[config.mk]
export PLATFORM = sky130hd
export DESIGN_NAME = abc_stack_ctrl
export DESIGN_NICKNAME = d
export VERILOG_FILES = /design/src/rtl/abc_stack_ctrl.sv
export SDC_FILE = /design/constraint.sdc
export NUM_CORES = 1
export LEC_CHECK = 0
export ABC_AREA = 1
export ABC_CLOCK_PERIOD_IN_PS = 6600
export CORE_MARGIN = 2
export CORE_UTILIZATION = 41
export CTS_BUF_LIST = sky130_fd_sc_hd__clkbuf_8
export CTS_CLUSTER_DIAMETER = 150
export CTS_CLUSTER_SIZE = 14
export DETAILED_ROUTE_END_ITERATION = 10
export PLACE_DENSITY = 0.9
export SYNTH_ARGS = -nofsm -noshare
export SYNTH_HDL_FRONTEND = slang
export SYNTH_SLANG_ARGS = --single-unit
export TNS_END_PERCENT = 30
[constraint.sdc]
create_clock -name PCLK -period 6.6 [get_ports PCLK]
set_clock_uncertainty 0.1 [all_clocks]
set_input_delay 1.65 -clock PCLK [delete_from_list [all_inputs] [get_ports PCLK]]
set_output_delay 1.65 -clock PCLK [all_outputs]
set_load 0.005 [all_outputs]
[src/rtl/abc_stack_ctrl.sv]
// LIFO stack controller in front of an external 2^AWIDTH x DWIDTH synchronous RAM.
// It turns PUSH/POP requests into RAM port activity and tracks the pointer, depth and sticky error flags.
module abc_stack_ctrl #(
    parameter int AWIDTH = 7,
    parameter int DWIDTH = 8
) (
    input  logic              PCLK,
    input  logic              RESETN,
    input  logic              PUSH,
    input  logic              POP,
    input  logic [DWIDTH-1:0] DIN,
    input  logic              CLEAR,
    input  logic              ERR_CLR,
    output logic [DWIDTH-1:0] DOUT,
    output logic              DVALID,
    output logic              EMPTY,
    output logic              FULL,
    output logic [AWIDTH:0]   DEPTH,
    output logic              OVF,
    output logic              UNF,
    output logic              COLL,
    output logic [DWIDTH-1:0] RAM_WD,
    output logic [AWIDTH-1:0] RAM_WADDR,
    output logic [AWIDTH-1:0] RAM_RADDR,
    output logic              RAM_WEN,
    input  logic [DWIDTH-1:0] RAM_RD
);

    logic [AWIDTH:0] sp;
    logic            empty, full;
    logic            pop_req, push_req;
    logic            pop_ok, push_ok;

    assign empty    = (sp == '0);
    assign full     = sp[AWIDTH];

    // CLEAR masks both requests; a simultaneous POP beats PUSH.
    assign pop_req  = POP & ~CLEAR;
    assign push_req = PUSH & ~POP & ~CLEAR;
    assign pop_ok   = pop_req & ~empty;
    assign push_ok  = push_req & ~full;

    assign RAM_WEN   = push_ok;
    assign RAM_WD    = DIN;
    assign RAM_WADDR = sp[AWIDTH-1:0];
    // Points at the current top so the popped byte lands on RAM_RD at the pop edge.
    assign RAM_RADDR = sp[AWIDTH-1:0] - AWIDTH'(1);

    assign DOUT  = RAM_RD;
    assign DEPTH = sp;
    assign EMPTY = empty;
    assign FULL  = full;

    always_ff @(posedge PCLK or negedge RESETN) begin
        if (!RESETN) begin
            sp     <= '0;
            DVALID <= 1'b0;
            OVF    <= 1'b0;
            UNF    <= 1'b0;
            COLL   <= 1'b0;
        end else begin
            if (CLEAR)
                sp <= '0;
            else if (pop_ok)
                sp <= sp - (AWIDTH+1)'(1);
            else if (push_ok)
                sp <= sp + (AWIDTH+1)'(1);

            DVALID <= pop_ok;
            // A new error in the same cycle as ERR_CLR leaves the flag set.
            OVF  <= (OVF  & ~ERR_CLR) | (push_req & full);
            UNF  <= (UNF  & ~ERR_CLR) | (pop_req & empty);
            COLL <= (COLL & ~ERR_CLR) | (PUSH & POP & ~CLEAR);
        end
    end

endmodule

==> impl_results.md <==
- #FFs+latches synth: 12
- Final hold slack: 0.435 ns
- Crit-path max cell delay: 0.58 ns
- Worst-margin pin slew: 0.525 ns
- Status: finished clean
- CP max-delay cell: clkdlybuf4s50_1
- WP buf/inv: 3
- Post-synth top flop: dfrtp_1
- Synth unique cells: 26
- Syn nets: about 170
- Synth top area share: 0.268
- Placed cell count: ~180
- Htree depth: 1
- Largest cells by area after synthesis: dfrtp_1, buf_4, nand2_1, ha_1, inv_1
- Clk sink count: 12
- Worst EP required: 4.85 ns
- Post-cts hold buffer count: 0
- Global routing usage on met1: 0.185
- CTS Buf Count: 3
- GRT Total Usage: 0.153
- Diodes inserted: 0
- I/O pin count: 67
- Finished Core Util: 0.539
- Final worst path period need: just under 5 ns
- Mean Syn Cell Area: 7.78 um2
- Routed Antenna Nets: 0
- First-pass GRT wire length: around 3.8 mm
- Post-Syn Instances: 144
- Final std cells w/o fill: 187
- Nets@finish: 189
- Critical hold path startpoint: COLL
- Vias: 945
- DPL Wire Length: 1.90 mm
- Die area: about 3200 um2
- Most frequent cells after synthesis: buf_4, nand2_1, inv_1
- Setup TNS: 0 ns
- CP Max Fanout: 4
- Met3 usage: 0.0323
- Sequential fraction of the synthesis area: 0.268
- Largest net degree at the start of global routing: 13
- Number of global-route vias before repair: 890
- Clock Tree Buf Depth: 2
- Crit-path cells: clkdlybuf4s50_1 > inv_1 > nand3_1 > nor2_1 > clkdlybuf4s50_1
- Final setup violation count: 0
- Final hold vios: 0
- Synth-to-layout area growth: 21.3%
- First DRT Iteration DRCs: 15
- Mapped cell area: 1120 um2
- M2 GR Usage: 0.252
- CTS tree: yes
- Input/output buffers: 34
- Worst skew pair latency: 0.24 ns
- Effective utilization at floorplan: 0.444
- Fill count: 227
- Core region area: 2520 um2
- Crit path kind: in -> out
- Residual DRC: 0
- Register cell area after layout: 300 um2
- LEAKAGE: between 0.6 and 0.7 nW
- Tcrit/Tclk final: 0.739
- Post-CTS sizing: 0
- Critical Path Start: CLEAR
- Chip Width: 56.3 um
- Detailed Route WL: 2.34 mm
- Pwr Density: 451 nW/um2
- Worst min path class: reg -> reg
- Tot Pwr: 0.000613 W
- Achievable frequency: 205 MHz
- Initial antenna violation count: 0
- Ys async rst share: 1.00
- Relative slew slack: 0.649
- Crit path max-delay family: buffers and inverters
- Crit path capture type: primary output
- CP arrival: around 3.1 ns
- Die Ht: around 56 um
- Share of cells above drive strength 1: 0.108
- FF-to-FF setup slack: ~3.9 ns
- Worst r2r src: DEPTH[0]
- Max rail drop VDD: 0.312 mV
- Clk slew on worst S/H paths: 0.05 ns
- Final Max Tran Viols: 0
- RSZ-0062 raised after global routing: false
- Yosys warning total: 0
- DRT Pass-1 Iters: 4
- Setup Buffers After CTS: 0
- Clock root cell: clkbuf_8
- Startpoint Class: primary input
- Multi-input logic area: between 500 and 600 um2
- Max Cap Violations: 0
- Core Rows: 18
- Vias per Instance: 5.05
- Routability Congestion: 0.777
- Yosys top cell by area: dfrtp_1
- Post-synth EDFFs: 0
- Busiest grt layer: met2
- Post-DR wirelength/cell: roughly 13 um
- Critical path's most frequent cell: clkdlybuf4s50_1
- Gr ovfl total: 0
-- layout by cell type (no fill, tap or decap), types with 2 or more instances in the layout --
cell / n
nand2_1: 24
nor2_1: 4
nand3_1: 12
inv_2: 4
nand2_4: 2
inv_1: 19
ha_1: 7
dfrtp_1: 12
xnor2_1: 3
clkdlybuf4s50_1: 34
xor2_1: 5
nand2_2: 2
nand4_1: 2
o22ai_1: 4
o21ai_1: 4
o21ai_0: 3
a21oi_1: 4
clkbuf_8: 3
-- registers in the layout, summed over array words and instances (netlist names) --
| signal | count |
|---|---|
| COLL | 1 |
| DEPTH | 8 |
| DVALID | 1 |
| OVF | 1 |
| UNF | 1 |
-- worst reg2reg max path, delay by kind of cell (launching register included) --
| family | cells | cell delay (ns) |
|---|---|---|
| simple gates | 7 | 0.71 |
| fa+ha+maj | 2 | 0.65 |
| flops | 1 | 0.43 |
| buf+inv | 3 | 0.39 |
| compound gates | 2 | 0.34 |
-- layer usage --
metal | share of wire | wire length, um | up-vias
li1 | - | - | 466
met1 | 0.43 | 999 | 427
met2 | 0.49 | 1140 | 46
met3 | 0.065 | 151 | 6
met4 | 0.021 | 49 | 0
met5 | 0 | 0 | -
-- final cells by class --
cell class,count,area share
clock buffer,3,0.0304
inverter,24,0.0672
multi-input combinational,84,0.403
sequential,12,0.221
tap,30,0.0276
timing repair buffer,34,0.250
-- through the flow --
stage	instance area (um2)	setup WS (ns)
floorplan	1120	2.84
global placement	1320	1.79
detailed placement	1320	1.75
CTS	1360	1.75
global route	1360	1.65
finish	1360	1.72
-- worst paths after layout --
path / to / cells after the start
min in group asynchronous: DVALID / 1
max reg2reg: DEPTH[7] / 14
max in group asynchronous: DEPTH[5] / 1
max: RAM_WEN / 5
min: COLL / 2
min reg2reg: COLL / 2
-- cells by family (layout without fill, tap and decap cells) --
family	Yosys count	in the layout	share of synthesized area
buffers and inverters	48	61	0.242
AND/OR/NAND/NOR	51	51	0.226
flip-flops	12	12	0.268
AO/OA/AOI/OAI	17	17	0.105
XOR/XNOR	8	8	0.0626
adder cells (fa/ha/maj)	8	8	0.0961
-- report_power, final --
group          internal, W  switching (W)  total [W]
Combinational     0.000232       0.000181   0.000413
Sequential       0.0000981      0.0000375   0.000136
Clock            0.0000400      0.0000245  0.0000645
Total             0.000370       0.000243   0.000613
Power figures use the tool's default switching activity.
